`src/rtl/alu_pkg.sv`:
```
// Shared definitions for the ALU issue/retire stage: default widths, op-codes and FSM encoding.
package alu_pkg;

   localparam int ALU_WIDTH = 4;
   localparam int ALU_OP_W  = 2;

   localparam logic [ALU_OP_W-1:0] ALU_OP_ADD = 2'b00;
   localparam logic [ALU_OP_W-1:0] ALU_OP_SUB = 2'b01;
   localparam logic [ALU_OP_W-1:0] ALU_OP_OR  = 2'b10;
   localparam logic [ALU_OP_W-1:0] ALU_OP_AND = 2'b11;

   typedef enum logic [1:0] {
      IDLE = 2'd0,
      EXEC = 2'd1,
      DONE = 2'd2
   } state_e;

endpackage

```
`src/rtl/alu_issue_stage_if.sv`:
```
// Command and result handshakes of the ALU issue stage; master is the upstream/consumer side,
// slave is the stage itself.
interface alu_issue_stage_if
   import alu_pkg::*;
#(
   parameter int WIDTH = ALU_WIDTH,
   parameter int OP_W  = ALU_OP_W
);

   logic             cmd_valid;
   logic             cmd_ready;
   logic [WIDTH-1:0] cmd_a;
   logic [WIDTH-1:0] cmd_b;
   logic [OP_W-1:0]  cmd_op;
   logic             cmd_acc;

   logic             res_valid;
   logic             res_ready;
   logic [WIDTH-1:0] res_data;
   logic             res_zero;

   modport master (
      output cmd_valid, cmd_a, cmd_b, cmd_op, cmd_acc, res_ready,
      input  cmd_ready, res_valid, res_data, res_zero
   );

   modport slave (
      input  cmd_valid, cmd_a, cmd_b, cmd_op, cmd_acc, res_ready,
      output cmd_ready, res_valid, res_data, res_zero
   );

endinterface

```
`src/rtl/alu_issue_stage.sv`:
```
// Issue/retire stage around an external combinational ALU: IDLE -> EXEC -> DONE.
// Define ALU_ISSUE_OVERLAP_EN to let DONE accept the next command while the result retires.
module alu_issue_stage
   import alu_pkg::*;
#(
   parameter int WIDTH = ALU_WIDTH,
   parameter int OP_W  = ALU_OP_W
) (
   input  logic             clk_i,
   input  logic             rst_n_i,
   alu_issue_stage_if.slave bus,
   output logic [WIDTH-1:0] alu_a_o,
   output logic [WIDTH-1:0] alu_b_o,
   output logic [OP_W-1:0]  alu_ctrl_o,
   input  logic [WIDTH-1:0] alu_r_i
);

   state_e           state_q, state_d;
   logic             accept, capture;
   logic             cmd_ready, res_valid;
   logic [WIDTH-1:0] a_q, b_q;
   logic [OP_W-1:0]  ctrl_q;
   logic [WIDTH-1:0] acc_q;
   logic             zero_q;
   logic [WIDTH-1:0] a_d;

   // NOTE: every signal gets a default before the case so no path leaves it unassigned (no latch).
   always_comb begin
      state_d   = state_q;
      cmd_ready = 1'b0;
      res_valid = 1'b0;
      accept    = 1'b0;
      capture   = 1'b0;
      unique case (state_q)
         IDLE: begin
            cmd_ready = 1'b1;
            if (bus.cmd_valid) begin
               accept  = 1'b1;
               state_d = EXEC;
            end
         end
         EXEC: begin
            capture = 1'b1;
            state_d = DONE;
         end
         DONE: begin
            res_valid = 1'b1;
`ifdef ALU_ISSUE_OVERLAP_EN
            cmd_ready = bus.res_ready;
            if (bus.res_ready && bus.cmd_valid) begin
               accept  = 1'b1;
               state_d = EXEC;
            end else if (bus.res_ready) begin
               state_d = IDLE;
            end
`else
            if (bus.res_ready) state_d = IDLE;
`endif
         end
         default: state_d = IDLE;
      endcase
   end

   // The accumulator doubles as the result register; in DONE it already holds the retiring value.
   assign a_d = bus.cmd_acc ? acc_q : bus.cmd_a;

   always_ff @(posedge clk_i) begin
      if (!rst_n_i) state_q <= IDLE;
      else          state_q <= state_d;
   end

   // NOTE: every register here is reset explicitly; the zero flag resets to 1 to match a zero result.
   always_ff @(posedge clk_i) begin
      if (!rst_n_i) begin
         a_q    <= '0;
         b_q    <= '0;
         ctrl_q <= '0;
         acc_q  <= '0;
         zero_q <= 1'b1;
      end else begin
         if (accept) begin
            a_q    <= a_d;
            b_q    <= bus.cmd_b;
            ctrl_q <= bus.cmd_op;
         end
         if (capture) begin
            acc_q  <= alu_r_i;
            zero_q <= (alu_r_i == '0);
         end
      end
   end

   assign alu_a_o       = a_q;
   assign alu_b_o       = b_q;
   assign alu_ctrl_o    = ctrl_q;
   assign bus.cmd_ready = cmd_ready;
   assign bus.res_valid = res_valid;
   assign bus.res_data  = acc_q;
   assign bus.res_zero  = zero_q;

endmodule
```
`src/flat_wrapper.sv`:
```
// flat-port wrapper written by rule: the top's interface ports become plain ports
module alu_issue_stage_flat import alu_pkg::*;
#(
   parameter int WIDTH = ALU_WIDTH,
   parameter int OP_W  = ALU_OP_W
)
  (clk_i, rst_n_i, alu_a_o, alu_b_o, alu_ctrl_o, alu_r_i, bus_cmd_valid, bus_cmd_a, bus_cmd_b, bus_cmd_op, bus_cmd_acc, bus_res_ready, bus_cmd_ready, bus_res_valid, bus_res_data, bus_res_zero);
  alu_issue_stage_if #(.WIDTH(WIDTH), .OP_W(OP_W)) bus_i ();
  input  logic clk_i;
  input  logic rst_n_i;
  output logic [WIDTH-1:0] alu_a_o;
  output logic [WIDTH-1:0] alu_b_o;
  output logic [OP_W-1:0] alu_ctrl_o;
  input  logic [WIDTH-1:0] alu_r_i;
  input wire logic [$bits(bus_i.cmd_valid)-1:0] bus_cmd_valid;
  input wire logic [$bits(bus_i.cmd_a)-1:0] bus_cmd_a;
  input wire logic [$bits(bus_i.cmd_b)-1:0] bus_cmd_b;
  input wire logic [$bits(bus_i.cmd_op)-1:0] bus_cmd_op;
  input wire logic [$bits(bus_i.cmd_acc)-1:0] bus_cmd_acc;
  input wire logic [$bits(bus_i.res_ready)-1:0] bus_res_ready;
  output wire logic [$bits(bus_i.cmd_ready)-1:0] bus_cmd_ready;
  output wire logic [$bits(bus_i.res_valid)-1:0] bus_res_valid;
  output wire logic [$bits(bus_i.res_data)-1:0] bus_res_data;
  output wire logic [$bits(bus_i.res_zero)-1:0] bus_res_zero;
  assign bus_i.cmd_valid = bus_cmd_valid;
  assign bus_i.cmd_a = bus_cmd_a;
  assign bus_i.cmd_b = bus_cmd_b;
  assign bus_i.cmd_op = bus_cmd_op;
  assign bus_i.cmd_acc = bus_cmd_acc;
  assign bus_i.res_ready = bus_res_ready;
  assign bus_cmd_ready = bus_i.cmd_ready;
  assign bus_res_valid = bus_i.res_valid;
  assign bus_res_data = bus_i.res_data;
  assign bus_res_zero = bus_i.res_zero;
  alu_issue_stage #(.WIDTH(WIDTH), .OP_W(OP_W)) u_core (.clk_i(clk_i), .rst_n_i(rst_n_i), .bus(bus_i), .alu_a_o(alu_a_o), .alu_b_o(alu_b_o), .alu_ctrl_o(alu_ctrl_o), .alu_r_i(alu_r_i));
endmodule
```
`config.mk`:
```
export PLATFORM = sky130hd
export DESIGN_NAME = alu_issue_stage_flat
export DESIGN_NICKNAME = d
export VERILOG_FILES = /design/src/rtl/alu_pkg.sv /design/src/rtl/alu_issue_stage_if.sv /design/src/rtl/alu_issue_stage.sv /design/src/flat_wrapper.sv
export SDC_FILE = /design/constraint.sdc
export NUM_CORES = 1
export LEC_CHECK = 0
export CAP_MARGIN = 10
export CORE_MARGIN = 4
export CORE_UTILIZATION = 40
export DETAILED_ROUTE_END_ITERATION = 10
export PLACE_DENSITY = 0.84
export SETUP_SLACK_MARGIN = 0.1
export SLEW_MARGIN = 5
export SYNTH_ARGS = -nofsm -noshare
export SYNTH_HDL_FRONTEND = slang
export SYNTH_SLANG_ARGS = --single-unit
```
`constraint.sdc`:
```
create_clock -name clk_i -period 1.9 [get_ports clk_i]
set_input_delay 0.38 -clock clk_i [delete_from_list [all_inputs] [get_ports clk_i]]
set_output_delay 0.38 -clock clk_i [all_outputs]
set_load 0.02 [all_outputs]
```
# ---- Yosys cells after proc, flatten, opt, wreduce, memory -nomap -nowiden
# Index checks and enable logic that the tools add are counted.
# W data, S select, Z words.
dict set report word_totals {
  reg_bits 17
  latchBits 0
  ram_bits 0
  rom_bits 0
  inputBits 19
  output_inout_bits 17
  word_cells 22
  mem_count 0
}
dict set report classes {
  n_addsub 0
  mul 0
  n_div 0
  n_lt_le_gt_ge 0
  n_eq_ne 4
  shifts 0
  mux 9
  n_bitwise 0
  n_reduce_logical 3
}
# op n
set ops {}
lappend ops {{$pmux W2 S3} 1}
lappend ops {{$mux W1} 5}
lappend ops {{$logic_not A4 Y1} 1}
lappend ops {{$mux W2} 2}
lappend ops {{$mux W4} 1}
lappend ops {{$ne A2 B2 Y1 const B} 2}
lappend ops {{$eq A2 B1 Y1 const B} 1}
lappend ops {{$eq A2 B2 Y1 const B} 1}
lappend ops {{$logic_not A2 Y1} 1}
lappend ops {{$reduce_and A2 Y1} 1}

# ---- Logic depth before layout (Yosys ltp)
# Gate-level depths: netlist (run 1).
dict set report depth {
  ltp_word 3
  depth_mapped 4
  ltp_nobuf 3
}

# ---- Least setup slack after synthesis (run 1)
# Ideal clock, no wire load.
dict set report synth_timing {
  kind {flip-flop to output port}
  from {reg u_core.state_q[1]}
  to {out bus_res_valid}
  t_arrival_ps 724
  required_ps 1520
  slack_ps 796
  path_stages_with_launch 2
  path_buffers 0
  path_cell_list {dfxtp_1 -> nor2b_1}
}
dict set report synth_between {
  elab_chain_len 2
}
# item line_no
set synth_rtl {}
lappend synth_rtl {{start: declaration} alu_issue_stage.sv:18} ;# state_e state_q, state_d;
lappend synth_rtl {{start signal: assignment} alu_issue_stage.sv:69} ;# else state_q <= state_d;
lappend synth_rtl {{$eq A2 B2 Y1} alu_issue_stage.sv:34} ;# unique case (state_q)
lappend synth_rtl {{$mux W1} alu_issue_stage.sv:34}
lappend synth_rtl {{end: declaration} flat_wrapper.sv:22} ;# output wire logic [$bits(bus_i.res_valid)-1:0] bus_res_valid;
# Every way passes these cells.

# ---- Final worst setup path (run 1)
dict set report layout_timing {
  from {reg u_core.state_q[0]}
  to {out bus_cmd_ready}
}
dict set report layout_between {
  elab_chain_len 2
}
# item line_no
set layout_rtl {}
lappend layout_rtl {{$logic_not A2 Y1} alu_issue_stage.sv:34}
lappend layout_rtl {{$mux W1} alu_issue_stage.sv:34}
lappend layout_rtl {{end: declaration} flat_wrapper.sv:21} ;# output wire logic [$bits(bus_i.cmd_ready)-1:0] bus_cmd_ready;
# Every way passes these cells.

==> key figures, run 1 <==
Outcome
  – Status: finished clean

Timing
  – Max frequency: 583 MHz
  – Measured slew at the worst slew-check pin: 0.376 ns
  – Fin crit share: 0.902
  – Max_slew headroom: 0.750
  – Endpoints failing setup: 0
  – Post-Route Setup TNS: 0 ns
  – Skew final: 0.00324 ns
  – Final Max Slew Viols: 0
  – Tmin final: 1.71 ns
  – Hold Violations, Final: 0
  – RSZ-0062 raised after global routing: false

CTS
  – Clock root cell: clkbuf_4
  – Setup repair bufs after CTS: 0
  – Clock transition at path regs: 0.09 ns
  – CTS max path bufs: 2
  – CTS tree: done
  – Sink Count: 17
  – CTS buffer count: 3
  – Worst-Skew Late Latency: 0.28 ns
  – H-tree Lvls: 1

Synth
  – Synth area leaders: dfxtp_1, mux2i_1, nand2_1, o211a_1, nor2b_1
  – Cell area after synthesis: 689 um^2
  – Synth unique cells: 18
  – Synth area leader: dfxtp_1
  – Yosys warns: 0
  – Register bit total from synthesis: 17
  – Syn_nets: 90
  – Syn_area_per_cell: 9.71 um^2
  – Top cell type's share of synthesized area: 0.494
  – Post-Synthesis Cells: 71
  – Sequential share of the synthesized area: 0.494

Layout
  – Register area: 340 um^2
  – Core Util, Final: 0.686
  – Nets: 126
  – Fraction of layout cells with a size suffix above 1: 0.0755
  – Multi-input logic area: 319 um^2
  – Final Instance Area: 0.00107 mm^2
  – Fillcell total: 123
  – N_diodes: 0
  – Post-synthesis to final-layout area growth: 55.2%

Route
  – First-pass detailed-route iteration total: 3
  – Highest metal used: met3
  – Antenna-violating nets left: 0
  – Wire per inst: 14.0 um
  – Post-Route M1 WL: 714 um
  – Via Count: 585
  – Met2 WL post-DR: 936 um
  – DRC Markers: 0
  – Post-Route WL: 1710 um
  – Iter 0 DRT Violations: 3
  – Vias per cell: 4.80
  – Wire length on met3: 61 um

Min path
  – Hold Path Class: flip-flop to flip-flop

Setup path
  – Critical Path Start Type: flip-flop
  – WP data arrival: 1.33 ns
  – Worst EP required: 1.52 ns
  – Setup slack, reg-to-reg: 0.75 ns
  – Critical path class: flip-flop to output port
  – Crit end category: output port
  – Crit-path max FO: 4

Pwr
  – P_int: 0.566 mW
  – Sw Share: 0.265
  – Peak VDD IR: 0.583 mV
  – Clock network power share: 0.240
  – Logic pwr share: 0.246
  – Lkg Pwr: 0.470 nW
  – Net Sw Power: 0.204 mW
  – PD cells: 720 mW/mm^2
  – Sequential Power Share: 0.514

Placed design
  – Placed Area: 0.00104 mm^2
  – Port-buffer cells: 35
  – Placed wire-length estimate: 1320 um
  – GPL Wtd Cong: 0.698

GRT
  – Largest net degree at the start of global routing: 24
  – Remaining Overflow, GRT: 0
  – Initial antenna violation count: 0
  – Vias in the first global route: 607
  – Global-route wire length before repair: 2940 um
  – GRT Util Overall: 0.152

Job
  – Max-Cap Viols: 0

Die
  – Die W: 49.5 um
  – Initial Util: 0.442
  – Io pins: 36
  – Core box area: 0.00156 mm^2
  – Core Rows: 14
  – Die Span Y: 49.5 um
  – Die area: 0.00245 mm^2
[final timing paths]
| path | startpoint | end | cells past startpoint |
|---|---|---|---|
| max | u_core.state_q[0]$_SDFFE_PN0P_ | bus_cmd_ready | 2 |
| min | u_core.alu_ctrl_o[1]$_SDFFE_PN0P_ | u_core.alu_ctrl_o[1]$_SDFFE_PN0P_ | 2 |
| max reg2reg | u_core.state_q[1]$_SDFFE_PN0P_ | u_core.bus.res_data[3]$_SDFFE_PN0N_ | 3 |
| min reg2reg | u_core.alu_ctrl_o[1]$_SDFFE_PN0P_ | u_core.alu_ctrl_o[1]$_SDFFE_PN0P_ | 2 |
[critical path, cell delays in order, from the launching register on]
cell,delay [ns]
dfxtp_1,0.35
nor2_1,0.09
clkdlybuf4s50_1,0.60
[timing repair]
action | CTS | global route
endpoints found under the setup margin | 1 | 0
hold buffers | 0 | 0
resized for setup | 1 | 0
[sequential cells by signal, indices dropped and copies added, names as in the netlist]
signal,cells
u_core.alu_ctrl_o,2
u_core.alu_a_o,4
u_core.bus.res_data,4
u_core.state_q,2
u_core.alu_b_o,4
u_core.bus.res_zero,1
[per-layer routing]
layer	vias up	track usage
met2	12	0.281
li1	315	-
met5	-	0
met4	0	0.0415
met3	0	0.0301
met1	258	0.175
[cell usage in the layout (no fill, tap or decap)]
cell	Yosys	final
a21boi_0	1	1
and2_1	1	1
buf_4	1	2
clkbuf_1	2	1
clkbuf_4	0	3
clkdlybuf4s50_1	0	34
dfxtp_1	17	17
dlygate4sd2_1	0	1
mux2i_1	8	8
nand2_1	11	11
nand2b_1	2	2
nand3_1	6	6
nor2_1	1	1
nor2b_1	5	5
nor3b_2	1	1
o211a_1	4	4
o211ai_2	1	1
o21ai_0	6	6
or4_4	1	1
[synth_stat cells]
cell type / number
a21boi_0: 1
buf_2: 2
dfxtp_1: 17
o211a_1: 4
nand2b_1: 2
nand2_1: 11
nor3b_2: 1
nor2_1: 1
o211ai_2: 1
or4_4: 1
nor2b_1: 5
nand3_1: 6
and2_1: 1
clkbuf_2: 1
buf_4: 1
mux2i_1: 8
o21ai_0: 6
clkbuf_1: 2
[cells by family (layout without fill, tap and decap cells)]
family / count (synthesis) / count (layout) / synth area share
and+or+nand+nor: 28 / 28 / 0.216
muxes: 8 / 8 / 0.116
AOI/OAI and AO/OA: 12 / 12 / 0.131
buffers and inverters: 6 / 41 / 0.0436
DFF: 17 / 17 / 0.494
[layout make-up]
| type | instances | area share |
|---|---|---|
| Clock buffer | 4 | 0.0246 |
| Multi-Input combinational cell | 48 | 0.298 |
| Sequential cell | 17 | 0.318 |
| Tap cell | 16 | 0.0187 |
| Timing Repair Buffer | 37 | 0.340 |
[power groups by stage]
| stage | combinational, mW | sequential [mW] | clock, mW |
|---|---|---|---|
| after floorplan | 0.0648 | 0.430 | 0 |
| after global placement | 0.187 | 0.403 | 0 |
| after detailed placement | 0.191 | 0.404 | 0 |
| after CTS | 0.192 | 0.396 | 0.193 |
| after global routing | 0.204 | 0.400 | 0.200 |
| final | 0.189 | 0.396 | 0.185 |
[per-stage QoR]
stage | setup WS (ns) | power (mW) | cells | hold WS, ns
after detailed placement | 0.326 | 0.595 | 118 | 0.454
after CTS | 0.174 | 0.781 | 122 | 0.466
after floorplan | 0.796 | 0.495 | 71 | 0.510
after global routing | 0.126 | 0.804 | 122 | 0.478
final | 0.186 | 0.770 | 122 | 0.463
after global placement | 0.368 | 0.590 | 118 | 0.444
(Power assumes the default switching activity.)
==> inputs of run 2 (changes only) <==
--- a/config.mk
+++ b/config.mk
@@ -11,7 +11,7 @@
 export DETAILED_ROUTE_END_ITERATION = 10
 export PLACE_DENSITY = 0.84
 export SETUP_SLACK_MARGIN = 0.1
-export SLEW_MARGIN = 5
+export SLEW_MARGIN = 20
 export SYNTH_ARGS = -nofsm -noshare
 export SYNTH_HDL_FRONTEND = slang
 export SYNTH_SLANG_ARGS = --single-unit
==> constraint.sdc (replaced) <==
create_clock -name clk_i -period 1.9 [get_ports clk_i]
set_input_delay 0.19 -clock clk_i [delete_from_list [all_inputs] [get_ports clk_i]]
set_output_delay 0.19 -clock clk_i [all_outputs]
set_load 0.02 [all_outputs]
==> key figures, run 2 (synthesized netlist as in run 1, its figures left out) <==
CTS
  – CTS tree: done (unchanged)
  – Clock root cell: clkbuf_4 (unchanged)
  – Sink Count: 17 (unchanged)
  – Post-CTS sizing: 0 (was 1)
  – Setup repair bufs after CTS: 0 (unchanged)
  – Clock transition at path regs: 0.10 ns (was 0.09 ns)
  – H-tree Lvls: 1 (unchanged)
  – CTS max path bufs: 2 (unchanged)
  – CTS buffer count: 3 (unchanged)
  – Worst-Skew Late Latency: 0.29 ns (was 0.28 ns)
  – CTS Hold Buffers Added: 0 (unchanged)

Timing
  – Measured slew at the worst slew-check pin: 0.709 ns (was 0.376 ns)
  – Max frequency: 598 MHz (was 583 MHz)
  – Fin crit share: 0.881 (was 0.902)
  – RSZ-0062 raised after global routing: false (unchanged)
  – Hold Violations, Final: 0 (unchanged)
  – Hold_ws: 0.457 ns (was 0.463 ns)
  – Endpoints failing setup: 0 (unchanged)
  – Max_slew headroom: 0.526 (was 0.750)
  – Skew final: 0.00841 ns (was 0.00324 ns)
  – Final Max Slew Viols: 0 (unchanged)
  – Tmin final: 1.67 ns (was 1.71 ns)
  – Post-Route Setup TNS: 0 ns (unchanged)

Setup path
  – Crit end category: output port (unchanged)
  – CP Buf/Inv Count: 1 (unchanged)
  – R2R depth: 3 (unchanged)
  – Critical Path Start Type: flip-flop (unchanged)
  – Critical path class: flip-flop to output port (unchanged)
  – Crit path launch: u_core.state_q[1]$_SDFFE_PN0P_ (was u_core.state_q[0]$_SDFFE_PN0P_)
  – Crit Reg-Reg Endpoint: u_core.bus.res_data[3]$_SDFFE_PN0N_ (unchanged)
  – Cell family with most CP delay: buffers and inverters (unchanged)
  – CP max stage cell: clkdlybuf4s50_1 (unchanged)
  – Reg2reg start: u_core.state_q[1]$_SDFFE_PN0P_ (unchanged)
  – Worst EP required: 1.71 ns (was 1.52 ns)
  – Slowest stage delay, CP: 0.63 ns (was 0.60 ns)
  – Setup crit end: bus_res_valid (was bus_cmd_ready)
  – Setup slack, reg-to-reg: 0.76 ns (was 0.75 ns)
  – WP data arrival: 1.48 ns (was 1.33 ns)
  – Stages on the worst setup path: 2 (unchanged)
  – Crit-path max FO: 4 (unchanged)
  – CP Cell Sequence: nor2b_1, clkdlybuf4s50_1 (was nor2_1, clkdlybuf4s50_1)

Job
  – Max-Cap Viols: 0 (unchanged)

Die
  – Initial Util: 0.442 (unchanged)
  – Die Span Y: 49.5 um (unchanged)
  – Die W: 49.5 um (unchanged)
  – Core box area: 0.00156 mm^2 (unchanged)
  – Core Rows: 14 (unchanged)
  – Io pins: 36 (unchanged)
  – Die area: 0.00245 mm^2 (unchanged)

Placed design
  – Port-buffer cells: 35 (unchanged)
  – GPL Wtd Cong: 0.749 (was 0.698)
  – Placed wire-length estimate: 1240 um (was 1320 um)
  – Placed Area: 0.00104 mm^2 (about the same)

Layout
  – Multi-input logic area: 319 um^2 (unchanged)
  – N_diodes: 0 (unchanged)
  – Register area: 340 um^2 (unchanged)
  – Fraction of layout cells with a size suffix above 1: 0.0667 (was 0.0755)
  – Post-synthesis to final-layout area growth: 54.3% (was 55.2%)
  – Commonest non-fill, non-tap cell in the layout: clkdlybuf4s50_1 (unchanged)
  – Fillcell total: 130 (was 123)
  – Nets: 125 (was 126)
  – Commonest non-fill, non-tap cells in the layout: clkdlybuf4s50_1, dfxtp_1, nand2_1, mux2i_1 (unchanged)
  – Final Instance Area: 0.00106 mm^2 (was 0.00107 mm^2)

Route
  – Wire per inst: 13.3 um (was 14.0 um)
  – DRC Markers: 0 (unchanged)
  – Antenna-violating nets left: 0 (unchanged)
  – First-pass detailed-route iteration total: 2 (was 3)
  – Iter 0 DRT Violations: 9 (was 3)
  – Vias per cell: 5.06 (was 4.80)
  – Post-Route WL: 1610 um (was 1710 um)
  – Via Count: 612 (was 585)

GRT
  – GRT Util Overall: 0.144 (was 0.152)
  – Remaining Overflow, GRT: 0 (unchanged)
  – Largest net degree at the start of global routing: 24 (unchanged)
  – Global-route wire length before repair: 2700 um (was 2940 um)
  – Initial antenna violation count: 0 (unchanged)
  – Vias in the first global route: 602 (was 607)

Pwr
  – Lkg Pwr: 0.461 nW (was 0.470 nW)
  – Peak VDD IR: 0.429 mV (was 0.583 mV)
  – PD cells: 725 mW/mm^2 (was 720 mW/mm^2)

Min path
  – Hold Path Class: input port to flip-flop (was flip-flop to flip-flop)

Outcome
  – Status: finished clean (unchanged)
## run 2: cell count changes in the layout (fill, tap and decap cells not counted)
| cell | previous run | this run |
|---|---|---|
| clkdlybuf4s50_1 | 34 | 35 |
| buf_4 | 2 | 1 |
| dlygate4sd2_1 | 1 | 0 |
## run 2: worst register-to-register path, stage by stage (launching register included)
cell,delay [ns]
dfxtp_1,0.38
nand2b_1,0.34
mux2i_1,0.25
nor2b_1,0.06
## run 2: through the flow
step / utilization / instances / setup WS [ns] / power, mW
finish: 0.682 / 121 / 0.227 / 0.771
global route: 0.682 / 121 / 0.121 / 0.811
floorplan: - / 71 / 0.870 / 0.495
detailed placement: 0.665 / 117 / 0.440 / 0.592
global placement: 0.665 / 117 / 0.484 / 0.589
CTS: 0.682 / 121 / 0.198 / 0.781
## run 2: layout make-up
type	instances	share of cell area
Timing Repair Buffer	36	0.336
Sequential cell	17	0.320
Multi-Input combinational cell	48	0.300
Clock buffer	4	0.0247
Tap cell	16	0.0188
## run 2: power breakdown
group	leakage, nW	switching [mW]	total, mW	internal [mW]
Sequential	0.140	0.0143	0.395	0.381
Combinational	0.306	0.0842	0.187	0.103
Clock	0.0150	0.106	0.188	0.0816
Total	0.461	0.205	0.771	0.566
## run 2: layer usage
layer  vias up  share of wire  global-route usage  wire [um]
li1        311              -                   -          -
met1       286           0.45               0.175        731
met2        13           0.50               0.228        813
met3         2          0.027              0.0482         44
met4         0          0.014              0.0691         22
met5         -              0                   0          0
## run 2: how the worst min path moves through the flow
stage                                       from  cells past startpoint                           endpoint  slack, ns
4_1_cts                             bus_cmd_b[1]                      3     u_core.alu_b_o[1]$_SDFFE_PN0P_       0.46
3_3_place_gp      u_core.alu_b_o[0]$_SDFFE_PN0P_                      2     u_core.alu_b_o[0]$_SDFFE_PN0P_       0.44
5_1_grt                             bus_cmd_b[1]                      3     u_core.alu_b_o[1]$_SDFFE_PN0P_       0.48
2_1_floorplan                       bus_cmd_b[0]                      2     u_core.alu_b_o[0]$_SDFFE_PN0P_       0.32
6_report                            bus_cmd_b[1]                      3     u_core.alu_b_o[1]$_SDFFE_PN0P_       0.46
3_5_place_dp   u_core.alu_ctrl_o[1]$_SDFFE_PN0P_                      2  u_core.alu_ctrl_o[1]$_SDFFE_PN0P_       0.45
==> inputs of run 3 (changes only) <==
--- a/config.mk
+++ b/config.mk
@@ -6,7 +6,6 @@
 export NUM_CORES = 1
 export LEC_CHECK = 0
 export CAP_MARGIN = 10
-export CORE_MARGIN = 4
 export CORE_UTILIZATION = 40
 export DETAILED_ROUTE_END_ITERATION = 10
 export PLACE_DENSITY = 0.84
==> key figures, run 3 (synthesized netlist as in run 1, its figures left out) <==
Setup path
  – Worst EP required: 1.71 ns (about the same)
  – Setup slack, reg-to-reg: 0.77 ns (was 0.76 ns)
  – Critical Path Start Type: flip-flop (unchanged)
  – Reg2reg start: u_core.state_q[1]$_SDFFE_PN0P_ (unchanged)
  – Setup crit end: bus_res_valid (unchanged)
  – WP data arrival: 1.47 ns (was 1.48 ns)
  – R2R depth: 3 (unchanged)
  – Crit-path max FO: 4 (unchanged)
  – Crit end category: output port (unchanged)
  – Crit path launch: u_core.state_q[1]$_SDFFE_PN0P_ (unchanged)
  – Crit Reg-Reg Endpoint: u_core.bus.res_data[1]$_SDFFE_PN0N_ (was u_core.bus.res_data[3]$_SDFFE_PN0N_)
  – Critical path class: flip-flop to output port (unchanged)

Timing
  – Tmin final: 1.66 ns (was 1.67 ns)
  – Skew final: 0.00243 ns (was 0.00841 ns)
  – Measured slew at the worst slew-check pin: 0.377 ns (was 0.709 ns)
  – Endpoints failing setup: 0 (unchanged)
  – RSZ-0062 raised after global routing: false (unchanged)
  – Max frequency: 602 MHz (was 598 MHz)
  – Max_slew headroom: 0.749 (was 0.526)
  – Worst setup margin: 0.240 ns (was 0.227 ns)
  – Final Max Slew Viols: 0 (unchanged)
  – Post-Route Setup TNS: 0 ns (unchanged)
  – Hold Violations, Final: 0 (unchanged)
  – Fin crit share: 0.874 (was 0.881)

Route
  – Iter 0 DRT Violations: 20 (was 9)
  – Vias per cell: 4.89 (was 5.06)
  – Post-Route WL: 1470 um (was 1610 um)
  – Wire per inst: 12.0 um (was 13.3 um)
  – Antenna-violating nets left: 0 (unchanged)
  – Via Count: 597 (was 612)
  – DRC Markers: 4 (was 0)
  – First-pass detailed-route iteration total: 7 (was 2)

GRT
  – Largest net degree at the start of global routing: 24 (unchanged)
  – Global-route wire length before repair: 2300 um (was 2700 um)
  – Remaining Overflow, GRT: 0 (unchanged)
  – Vias in the first global route: 523 (was 602)
  – GRT Util Overall: 0.165 (was 0.144)
  – Initial antenna violation count: 0 (unchanged)

Layout
  – N_diodes: 0 (unchanged)
  – Post-synthesis to final-layout area growth: 55.4% (was 54.3%)
  – Nets: 126 (was 125)
  – Commonest non-fill, non-tap cell in the layout: clkdlybuf4s50_1 (unchanged)
  – Commonest non-fill, non-tap cells in the layout: clkdlybuf4s50_1, dfxtp_1, nand2_1, mux2i_1 (unchanged)
  – Fraction of layout cells with a size suffix above 1: 0.0755 (was 0.0667)

Job
  – Max-Cap Viols: 0 (unchanged)

CTS
  – Setup repair bufs after CTS: 0 (unchanged)
  – CTS tree: done (unchanged)
  – CTS max path bufs: 2 (unchanged)
  – H-tree Lvls: 1 (unchanged)
  – Clock transition at path regs: 0.09 ns (was 0.10 ns)
  – CTS buffer count: 3 (unchanged)
  – Post-CTS sizing: 0 (unchanged)
  – Sink Count: 17 (unchanged)
  – CTS Hold Buffers Added: 0 (unchanged)
  – Clock root cell: clkbuf_4 (unchanged)
  – Worst-Skew Late Latency: 0.28 ns (was 0.29 ns)

Die
  – Core box area: 0.00156 mm^2 (unchanged)
  – Die area: 0.00189 mm^2 (was 0.00245 mm^2)
  – Initial Util: 0.442 (unchanged)
  – Die W: 43.5 um (was 49.5 um)
  – Io pins: 36 (unchanged)
  – Core Rows: 14 (unchanged)
  – Die Span Y: 43.5 um (was 49.5 um)

Placed design
  – Port-buffer cells: 35 (unchanged)
  – GPL Wtd Cong: 0.713 (was 0.749)
  – Placed wire-length estimate: 1090 um (was 1240 um)
  – Post-Place Setup Slack: 0.551 ns (was 0.440 ns)

Pwr
  – Peak VDD IR: 0.584 mV (was 0.429 mV)
  – PD cells: 717 mW/mm^2 (was 725 mW/mm^2)
  – Total power: 0.768 mW (was 0.771 mW)
  – Lkg Pwr: 0.466 nW (was 0.461 nW)

Outcome
  – Violated checks: DRC
  – Status: finished, violations left (was finished clean)

Min path
  – Hold Path Class: flip-flop to flip-flop (was input port to flip-flop)
## run 3: metal layers
metal	track usage	part of all wire	vias to the layer above
met4	0.0563	0.0095	0
li1	-	-	311
met3	0.0667	0.040	2
met5	0	0	-
met2	0.239	0.46	15
met1	0.223	0.49	269
## run 3: power breakdown
part | internal, mW | total, mW | switching (mW)
Sequential | 0.381 | 0.396 | 0.0150
Combinational | 0.104 | 0.188 | 0.0833
Clock | 0.0815 | 0.185 | 0.103
## run 3: layout make-up
class	count	area, um^2
clock buffers	4	26.3
fillers	128	488
multi-input cells	48	319
flip-flops and latches	17	340
well taps	16	20.0
repair buffers	37	365
## run 3: worst min-delay path by stage
| stage | depth (start not counted) | from | slack (ns) | endpoint |
|---|---|---|---|---|
| detailed placement | 2 | u_core.alu_b_o[3]$_SDFFE_PN0P_ | 0.45 | u_core.alu_b_o[3]$_SDFFE_PN0P_ |
| CTS | 3 | bus_cmd_b[1] | 0.46 | u_core.alu_b_o[1]$_SDFFE_PN0P_ |
| global placement | 2 | u_core.alu_ctrl_o[0]$_SDFFE_PN0P_ | 0.45 | u_core.alu_ctrl_o[0]$_SDFFE_PN0P_ |
| finish | 2 | u_core.alu_ctrl_o[1]$_SDFFE_PN0P_ | 0.46 | u_core.alu_ctrl_o[1]$_SDFFE_PN0P_ |
| floorplan | 2 | bus_cmd_b[0] | 0.32 | u_core.alu_b_o[0]$_SDFFE_PN0P_ |
| global route | 3 | bus_cmd_op[0] | 0.47 | u_core.alu_ctrl_o[0]$_SDFFE_PN0P_ |
## run 3: per-stage QoR
step	hold slack, ns	cell area (um^2)	cells	util
3_5_place_dp	0.452	1040	118	0.670
5_1_grt	0.469	1070	122	0.687
4_1_cts	0.462	1070	122	0.687
2_1_floorplan	0.320	689	71	-
6_report	0.460	1070	122	0.687
3_3_place_gp	0.447	1040	118	0.670
## run 3: worst max-delay path, cell delays in order, from the launching register on
cell and delay [ns]:
dfxtp_1 0.38, nor2b_1 0.19, clkdlybuf4s50_1 0.62
